$ cat src/rtl/mux_arb_stage_pkg.sv
// Shared definitions for the operand select/arbitration stage feeding the
// float adder's alignment stage.
package mux_arb_stage_pkg;

    localparam logic MODE_FIXED = 1'b0;
    localparam logic MODE_RR    = 1'b1;

    // Channel-id width; a single channel would otherwise collapse to zero bits.
    function automatic int sel_width(input int n);
        return (n > 1) ? $clog2(n) : 1;
    endfunction

endpackage

$ cat src/rtl/mux_arb_stage_rr_arbiter.sv
// Combinational round-robin arbiter: first requester at or after ptr wins,
// searching upward modulo NCH.
module rr_arbiter
    import mux_arb_stage_pkg::*;
#(
    parameter  int NCH  = 4,
    localparam int SELW = sel_width(NCH)
) (
    input  logic [NCH-1:0]  req,
    input  logic [SELW-1:0] ptr,
    output logic [NCH-1:0]  grant,
    output logic [SELW-1:0] grant_idx
);

    int   c;
    logic found;

    // NOTE: every combinational output gets a default before the loop so no
    // path leaves a variable unassigned, which would infer a latch.
    always_comb begin
        grant     = '0;
        grant_idx = '0;
        found     = 1'b0;
        c         = 0;
        for (int k = 0; k < NCH; k++) begin
            c = int'(ptr) + k;
            if (c >= NCH) c = c - NCH;
            if (!found && req[c]) begin
                grant[c]  = 1'b1;
                grant_idx = SELW'(c);
                found     = 1'b1;
            end
        end
    end

endmodule

$ cat src/rtl/mux_arb_stage.sv
// Registered NCH:1 operand select with valid/ready on every channel; fixed
// select or round-robin arbitration, one word per cycle at full throughput.
module mux_arb_stage
    import mux_arb_stage_pkg::*;
#(
    parameter  int WIDTH = 32,
    parameter  int NCH   = 4,
    localparam int SELW  = sel_width(NCH)
) (
    input  logic                 clk,
    input  logic                 res,
    input  logic                 mode,
    input  logic [SELW-1:0]      sel,
    input  logic [NCH*WIDTH-1:0] in_data,
    input  logic [NCH-1:0]       in_valid,
    output logic [NCH-1:0]       in_ready,
    output logic [WIDTH-1:0]     out_data,
    output logic [SELW-1:0]      out_ch,
    output logic                 out_valid,
    input  logic                 out_ready
);

    logic [SELW-1:0]  rr_ptr;
    logic [NCH-1:0]   rr_grant;
    logic [SELW-1:0]  rr_idx;
    logic [NCH-1:0]   fixed_grant;
    logic [NCH-1:0]   grant;
    logic [SELW-1:0]  grant_idx;
    logic [SELW-1:0]  next_ptr;
    logic [WIDTH-1:0] grant_data;
    logic             space;
    logic             xfer;

    rr_arbiter #(.NCH(NCH)) u_arb (
        .req       (in_valid),
        .ptr       (rr_ptr),
        .grant     (rr_grant),
        .grant_idx (rr_idx)
    );

    assign space = !out_valid || out_ready;

    always_comb begin
        fixed_grant = '0;
        grant_data  = '0;
        // An out-of-range sel matches no channel and so grants nothing.
        for (int i = 0; i < NCH; i++)
            fixed_grant[i] = (int'(sel) == i);
        grant     = (mode == MODE_RR) ? rr_grant : fixed_grant;
        grant_idx = (mode == MODE_RR) ? rr_idx : sel;
        in_ready  = (space && !res) ? grant : '0;
        for (int i = 0; i < NCH; i++)
            if (grant[i]) grant_data = in_data[i*WIDTH +: WIDTH];
    end

    assign xfer     = |(in_valid & in_ready);
    assign next_ptr = (int'(grant_idx) == NCH - 1) ? '0 : grant_idx + SELW'(1);

    // NOTE: state registers use non-blocking assignments so every flop samples
    // pre-edge values regardless of statement order.
    always_ff @(posedge clk) begin
        if (res) begin
            out_valid <= 1'b0;
            out_data  <= '0;
            out_ch    <= '0;
            rr_ptr    <= '0;
        end else if (xfer) begin
            out_valid <= 1'b1;
            out_data  <= grant_data;
            out_ch    <= grant_idx;
            if (mode == MODE_RR) rr_ptr <= next_ptr;
        end else if (out_ready) begin
            out_valid <= 1'b0;
        end
    end

endmodule

$ cat config.mk
export PLATFORM = sky130hd
export DESIGN_NAME = mux_arb_stage
export DESIGN_NICKNAME = d
export VERILOG_FILES = /design/src/rtl/mux_arb_stage_pkg.sv /design/src/rtl/mux_arb_stage_rr_arbiter.sv /design/src/rtl/mux_arb_stage.sv
export SDC_FILE = /design/constraint.sdc
export NUM_CORES = 1
export LEC_CHECK = 0
export CAP_MARGIN = 10
export CORE_ASPECT_RATIO = 0.7
export CORE_MARGIN = 10
export CORE_UTILIZATION = 50
export CTS_CLUSTER_DIAMETER = 80
export DETAILED_ROUTE_END_ITERATION = 10
export DONT_BUFFER_PORTS = 1
export PLACE_DENSITY_LB_ADDON = 0.25
export SLEW_MARGIN = 15
export SYNTH_ARGS = -nofsm -noshare
export SYNTH_HDL_FRONTEND = slang
export SYNTH_HIERARCHICAL = 1
export SYNTH_SLANG_ARGS = --single-unit
$ cat constraint.sdc
create_clock -name clk -period 6.7 [get_ports clk]
set_input_delay 0.67 -clock clk [delete_from_list [all_inputs] [get_ports clk]]
set_output_delay 0.67 -clock clk [all_outputs]
set_load 0.01 [all_outputs]
# == Word-level counts from Yosys, hierarchy flattened ==
# Cells that the tools add are included.
# op_classes
add_sub_neg,8
magnitude_cmp,12
n_eq_ne,4
n_mux,45
bitwise,4
reduce_logical,18
# op_table
cell,n
32-bit two-way mux,8
32-bit by 1-bit greater-or-equal comparator with 1-bit output (second input constant),4
32-bit by 4-bit less-than comparator with 1-bit output (second input constant),4
32-bit by 4-bit greater-or-equal comparator with 1-bit output (second input constant),3
32-bit by 4-bit subtractor with 32-bit output (second input constant),3
4-bit two-way mux,6
1-bit two-way mux,17
2-bit two-way mux,6
4-bit bitwise OR,3
1-bit binary-select mux with 2-bit select,4
1-bit demux with 2-bit select,4
1-bit logical AND,8
2-bit by 2-bit adder with 3-bit output (second input constant),2
1-bit logical NOT,5
4-bit bitwise AND,1
2-bit by 1-bit equality test with 1-bit output (second input constant),2
2-bit equality test (second input constant),2
4-bit OR reduction,1
2-bit by 3-bit subtractor with 4-bit output (second input constant),1
2-bit by 1-bit adder with 3-bit output (second input constant),1
2-bit by 3-bit greater-or-equal comparator with 1-bit output (second input constant),1
2-bit by 1-bit adder with 2-bit output (second input constant),1
2-bit logical NOT,1
2-bit AND reduction,1
2 further kinds,2
# word_totals
reg_bits,37
input_bits,138
elab_cells,95

# == Logic depth before layout (Yosys ltp) ==
# Gate-level depths: netlist of run 1.
# depth
depth_word,20
ltp_mapped,15

# == By module ==
# Netlist of run 1, hierarchy kept.
# modules_own_cells
mod,n_inst,cells_per_inst,area_per_inst_um2,seq_area_each_um2
mux_arb_stage,1,501,3872.5,740.7
rr_arbiter,1,49,456.7,0.0

# == Worst setup path after synthesis of run 1 ==
# Ideal clock, no wire load.
# synth_timing
path_kind,flip-flop to output port
from,register rr_ptr[0]
to,output port in_ready[3]
t_arrival_ns,2.721
required_ns,6.030
setup_slack_ns,3.309
stages_incl_launch_ff,12
path_cell_list,dfxtp_1 buf_2 inv_1 ha_1 mux4_2 nor3_4 a22oi_1 o21ai_1 buf_2 a22o_1 buf_2 and2_1
# synth_via
elab_chain_cells,17
word_cells_on_any_way,65
cone_classes,add/sub: 7; order compare: 12; mux: 33; bitwise: 3; reduce/logical: 10
# synth_rtl
item,line,source
from (decl),mux_arb_stage.sv:23,logic [SELW-1:0] rr_ptr;
from (signal assigned),mux_arb_stage.sv:71,if (mode == MODE_RR) rr_ptr <= next_ptr;
"parallel branches: the longest is 14 deep, another holds 32-bit by 4-bit subtractor with 32-bit output",--,
4-bit two-way mux *,mux_arb_stage_rr_arbiter.sv:28,if (!found && req[c]) begin
net rr_grant[3],mux_arb_stage.sv:24,logic [NCH-1:0] rr_grant;
4-bit two-way mux *,mux_arb_stage.sv:49,grant = (mode == MODE_RR) ? rr_grant : fixed_grant;
4-bit two-way mux *,mux_arb_stage.sv:51,in_ready = (space && !res) ? grant : '0;
to (decl),mux_arb_stage.sv:16,"output logic [NCH-1:0] in_ready,"
# Mark *: on every way through the listed nets, which the timed path passes. The select of a mux whose other input is x is not followed.

# == Final worst setup path of run 1 ==
# Same ends and word-level chain as after synthesis.

==> results.md, run 1 <==
* Layout area overhead at 1.069%
* CTS tree: yes
* Core Box Area at 8443 um2
* Synth Instances at 550
* Measured slew at the worst slew-check pin at 1.018 ns
* H-Tree Depth at 2
* Placed cells at between 600 and 700
* Final WS setup at 1.629 ns
* RSZ-0062 raised after global routing: false
* Place WS at 1.747 ns
* Number of global-route vias before repair at 4186
* Clock skew at 0.003769 ns
* Pins over their slew limit at 0
* Critical R2R Launch: rr_ptr[0]
* Die Ht at 97.85 um
* Largest net degree at the start of global routing at 72
* Leak at 1.301 nW
* Hold-fix buffers, CTS at 0
* Synth Flop Type: dfxtp_1
* Number of setup buffers added after CTS at 0
* Starting Density at 51.27%
* Die X at 131.2 um
* Worst setup path start: rr_ptr[0]
* FILL cells at around 840
* Syn_nets at just under 700
* Final non-filler cell total at 616
* Clk_lat worst skew at 0.28 ns
* IO Port Bufs at 0
* DR vias/cell at 7.356
* #FFs+latches synth at 37
* Resized Gates After CTS at 0
* Post-route DRC at 0
* Synthesis Warnings at 6
* Final GP Congestion at 0.9457
* EDFF count, synth at 0
* Critical path arrival at 4.40 ns
* Critical path fanouts, max at 18
* Worst Path Required at 6.03 ns
* Top cells by area, synth: dfxtp_1 17%, a311oi_2 10%, a32oi_1 6.7%
* DRT Pass-1 Iters at 5
* Pwr dens at 232.8 nW/um2
* Initial antenna violation count at 2
* Clock transition at the registers of the reported paths at 0.06 ns
* Register area share after synthesis at 17.11%
* Total Power at just over 1 mW
* MaxCap Viol Count at 0
* Cell row count at 28
* Fin Setup TNS at 0 ns
* Minimum clock period at a little over 5 ns
* Final Hold Viols at 0
* First-pass GRT wire length at 24140 um
* Root buf cell: clkbuf_16
* Outcome: finished, final reports clean
* Die area at 12840 um2
* Worst-case clock buffer depth at 2
* Slew margin rel. at about a third
* Kind of critical path: flop to primary output
* Via count at 4531
* Post-DP Area at 4174 um2
* Worst setup EP type: primary output
* VDD IR max at 0.1238 mV
* Final wirelength at 16010 um
* GR Overflow Total at 0
* Ratio of cells with drive above 1 in the final layout at 14.02%
* Mapped cell area at 4329 um2
* Final instance area at approximately 4400 um2
* Hold Crit Class: input port to flop
* WL/cell at 25.99 um
* Max Fclk at about 200 MHz
* Tot GR Track Use at 22.25%
* TritonCTS buffer count at 5
* Number of routed nets with antenna violations at 0
* Ys async rst share at 0%
* Yosys cell types at 53
* Clk sinks at 37
* Post-Route Utilization at 51.82%
* CP Launch Type: flop
* Nets@finish at 637
* Worst hold slack at 0.4508 ns
* Hold path start: res
* Reg-to-reg setup timing slack at 1.66 ns
* Cell taking the most area after synthesis: dfxtp_1
* Top-level port count at 177
* Initial DRC Count at 520
* Mapped Avg Cell Area at 7.871 um2
* Final setup violation count at 0
* Hpwl dp at between 10000 and 15000 um
* Synth top area share at 17.11%
* Post-route clock period utilization at approximately three quarters
==> layout make-up <==
| class | instances | area, um2 | share of cell area (%) |
|---|---|---|---|
| diodes | 4 | 10.01 | 0.2288 |
| clock inverters | 3 | 65.06 | 1.487 |
| clock buffers | 5 | 125.1 | 2.860 |
| flip-flops and latches | 37 | 740.7 | 16.93 |
| well taps | 120 | 150.1 | 3.432 |
| inverters | 36 | 135.1 | 3.088 |
| multi-input cells | 404 | 3097 | 70.77 |
| repair buffers | 7 | 52.55 | 1.201 |
==> cell usage after synthesis, types with 8 or more instances <==
cell type / number
a21boi_0: 26
a21oi_1: 37
a22oi_1: 8
a311oi_2: 29
a31oi_1: 34
a32oi_1: 33
buf_2: 17
buf_6: 10
clkbuf_1: 43
dfxtp_1: 37
ha_1: 8
inv_1: 34
nand2_1: 66
nand3b_1: 33
nor2_1: 10
o211ai_1: 32
o221ai_1: 32
==> cell families after synthesis <==
logic type,synth area share [%]
xor gates and xnor gates,0.2023
DFF,17.11
buffers and inverters,11.73
adders and majority gates,2.312
AOI/OAI and AO/OA,49.71
and+or+nand+nor,15.61
muxes,3.324
==> critical path: stages (launching register included) <==
cell     delay (ns)
dfxtp_1        0.74
inv_1          0.23
ha_1           0.47
mux4_2         0.46
nor2b_4        0.22
a22oi_1        0.10
o21ai_2        0.63
a22o_1         0.67
buf_4          0.36
and2_1         0.22
==> path summary, 6_finish.rpt <==
kind                                endpoint  cells past startpoint
worst min-delay path               out_ch[1]                      1
worst min register to register   out_data[2]                      2
worst max-delay path             in_ready[3]                      9
worst max register to register  out_data[22]                     10
==> state kept, by name, summed over array words and instances, names as in the netlist <==
register / flops
out_data: 32
out_ch: 2
rr_ptr: 2
out_valid: 1
==> per-layer routing <==
layer / vias to the layer above / track usage, % / share of wire [%]
met5: - / 0 / 0
met4: 0 / 3.534 / 0.90
met3: 10 / 7.062 / 13
met2: 300 / 34.38 / 46
met1: 2179 / 29.99 / 40
li1: 2042 / - / -
==> placed cells by master (no fill, tap or decap), types with 2 or more instances in the layout <==
cell type and instances:
a311oi_1 3, inv_1 34, nor2_1 9, nand3b_1 33, a311oi_2 29, inv_2 2
dfxtp_1 37, clkbuf_16 5, nand2_1 66, ha_1 8, diode_2 4, mux2i_1 5
o21ai_1 3, o21ai_2 3, a22o_1 2, mux4_2 3, a211oi_2 2, a21boi_1 6
a21boi_0 26, a21oi_1 37, bufinv_16 2, a211oi_1 2, a22oi_2 2, a22oi_1 8
buf_4 7, o221ai_1 32, o211ai_1 32, a31oi_1 34, a32oi_1 33
==> report_power, final <==
group / total, mW / internal, mW / switching (mW)
Combinational: 0.417 / 0.157 / 0.260
Clock: 0.313 / 0.213 / 0.0996
Sequential: 0.289 / 0.249 / 0.0395
No activity file was read; power rests on OpenSTA's default activity.
==> inputs of run 2 (changes only) <==
ABC_AREA = 1   (was unset)
clock period = 4.2 ns   (was 6.7 ns; I/O delays follow)
==> results.md, run 2 <==
* GR Overflow Total at 0
* Post-synthesis mux area share at 0%
* Clock skew at 0.009923 ns
* H-Tree Depth at 2
* Post-route clock period utilization at 91.47%
* XOR/XNOR Fraction of Synth Area at 0.2788%
* Synth top area share at about a quarter
* Final instance area at 3191 um2
* First-pass GRT wire length at 15950 um
* Hold path start: res
* TritonCTS buffer count at 5
* Reg2Reg Depth at 17
* CP delay by family, top: buffers and inverters
* Compound-Gate Fraction of Synth Area at 20.11%
* RSZ-0062 raised after global routing: false
* Commonest non-fill, non-tap cell in the layout: nand2_1
* Worst setup path start: rr_ptr[0]
* Hold path depth at 1
* RR Endpoint: out_data[29]
* Critical path arrival at 3.42 ns
* Ratio of cells with drive above 1 in the final layout at 10.74%
* Worst setup EP type: primary output
* Tot GR Track Use at 19.30%
* Outcome: finished, final reports clean
* Post-route DRC at 0
* Measured slew at the worst slew-check pin at 1.127 ns
* EDFF count, synth at 0
* Via count at 3295
* Final setup violation count at 0
* Worst-case clock buffer depth at 2
* Synth Flop Type: dfxtp_1
* Top-level port count at 177
* Cell taking the most area after synthesis: dfxtp_1
* Mapped Avg Cell Area at 5.917 um2
* Number of routed nets with antenna violations at 0
* Synthesis Warnings at 6
* MaxCap Viol Count at 0
* Commonest cells post-synth: 152 x nand2_1, 112 x nor2_1, 63 x a21oi_1
* Most frequent cells in the layout: 151 x nand2_1, 111 x nor2_1, 63 x a21oi_1, 37 x dfxtp_1, 31 x o21ai_0
* Ys async rst share at 0%
* Hold EP: out_valid
* Die X at 114.7 um
* Mapped cell area at roughly 3100 um2
* VDD IR max at 0.1914 mV
* Syn_nets at 677
* Minimum clock period at between 3 and 4 ns
* Final wirelength at 10570 um
* Number of global-route vias before repair at 3008
* #FFs+latches synth at 37
* Initial antenna violation count at 0
* Max reg flops at 32
* CTS tree: yes
* Area of the multi-input gates at 2127 um2
* Die area at 9905 um2
* DRT Pass-1 Iters at 5
* Synth Instances at 531
* Post-DP Area at between 3000 and 4000 um2
* Core Box Area at about 6200 um2
* Antenna diode count at 0
* DR vias/cell at 5.585
* Clk sinks at 37
* Reg-to-reg setup timing slack at around 0.63 ns
* Hold Crit Class: input port to flop
* Starting Density at 51.04%
* IO Port Bufs at 0
* Flip-flop and latch area at between 700 and 800 um2
* WL/cell at 17.91 um
* FILL cells at 682
* Pins over their slew limit at 0
* Kind of critical path: flop to primary output
* Layout area overhead at 1.553%
* Biggest regs: out_data x32, out_ch x2, rr_ptr x2
* Die Ht at 86.32 um
* Worst path depth at 12
* Cell row count at 24
* CP Launch Type: flop
* Fin Setup TNS at 0 ns
* Synth Area in Adders at 3.186%
* Critical path, cell by cell: inv_6 -> ha_1 -> inv_1 -> nand3_1 -> nand2_1 -> nor2_2 -> a21oi_1 -> nand3_1 -> nand2_1 -> nand2_2 -> inv_1 -> nor2_1
* Slowest cell on crit path: inv_1
* Simple-gate share of the synthesized area at between 40% and 50%
* Final Hold Viols at 0
* Most flops, register: out_data
* Critical R2R Launch: rr_ptr[0]
* Slew margin rel. at 24.81%
* Root buf cell: clkbuf_8
* Resized Gates After CTS at 0
* Clk_lat worst skew at 0.28 ns
* Pwr dens at 388.5 nW/um2
* Worst hold slack at 0.1923 ns
* Critical path fanouts, max at 33
* Register area share after synthesis at 23.58%
* Count leader, synth: nand2_1
* Clock transition at the registers of the reported paths at 0.08 ns
* Hpwl dp at 8151 um
* Max Fclk at between 200 and 300 MHz
* Largest net degree at the start of global routing at ~70
* Number of setup buffers added after CTS at 0
* Worst Path Required at about 3.8 ns
* Yosys cell types at 30
* Top cells by area, synth: dfxtp_1 24%, nand2_1 18%, nor2_1 13%
* Nets@finish at 657
* Initial DRC Count at 274
* Main combinational cell family by area after synthesis: simple AND/OR/NAND/NOR gates
* CP peak stage delay at 0.86 ns
* Buffers and inverters on the worst path at 3
* Final GP Congestion at about 0.96
* Hold-fix buffers, CTS at 0
* Leak at 1.397 nW
## run 2: cell count changes in the layout (fill, tap and decap cells not counted), sizes merged, moves of 33 or more
cell | previous run | this run
a31oi | 34 | 0
nand2 | 66 | 172
a32oi | 33 | 0
nor2 | 10 | 114
a21oi | 37 | 74
## run 2: final cells by class
type | instances | area share (%)
clock inverter | 2 | 0.4314
sequential | 37 | 23.22
tap | 78 | 3.059
clock buffer | 6 | 2.588
timing repair buffer | 4 | 0.9412
inverter | 20 | 3.098
multi-input combinational | 443 | 66.67
## run 2: worst max-delay path by stage
| stage | end | slack (ns) |
|---|---|---|
| 2_1_floorplan | out_data[10] | 1.62 |
| 3_3_place_gp | in_ready[2] | 0.80 |
| 3_5_place_dp | out_data[29] | 0.70 |
| 4_1_cts | in_ready[2] | 0.39 |
| 5_1_grt | in_ready[2] | 0.12 |
| 6_report | in_ready[2] | 0.36 |
## run 2: power breakdown
part	switching [mW]	total, mW	internal (mW)
clock	0.124	0.257	0.133
sequential	0.0725	0.477	0.405
combinational	0.337	0.506	0.169
total	0.533	1.24	0.706
## run 2: stage by stage
step                power, mW  setup slack [ns]  utilization [%]  instances
floorplan              0.8968             1.620                -        531
global placement       0.9760            0.8016            50.26        582
detailed placement     0.9885            0.7003            50.26        582
CTS                     1.252            0.3936            51.83        590
global route            1.343            0.1192            51.83        590
finish                  1.240            0.3583            51.83        590
## run 2: cells by family (layout without fill, tap and decap cells)
group                    after synthesis  after routing
AND/OR/NAND/NOR                      318            318
AO/OA/AOI/OAI                        116            116
buffers and inverters                 51             32
flip-flops                            37             37
adder cells (fa/ha/maj)                8              8
XOR/XNOR                               1              1
## run 2: per-layer routing
metal / GRT usage (%) / share of wire (%)
met5: 0 / 0
met4: 3.251 / 0.47
met3: 8.489 / 13
met2: 32.27 / 46
met1: 22.71 / 41
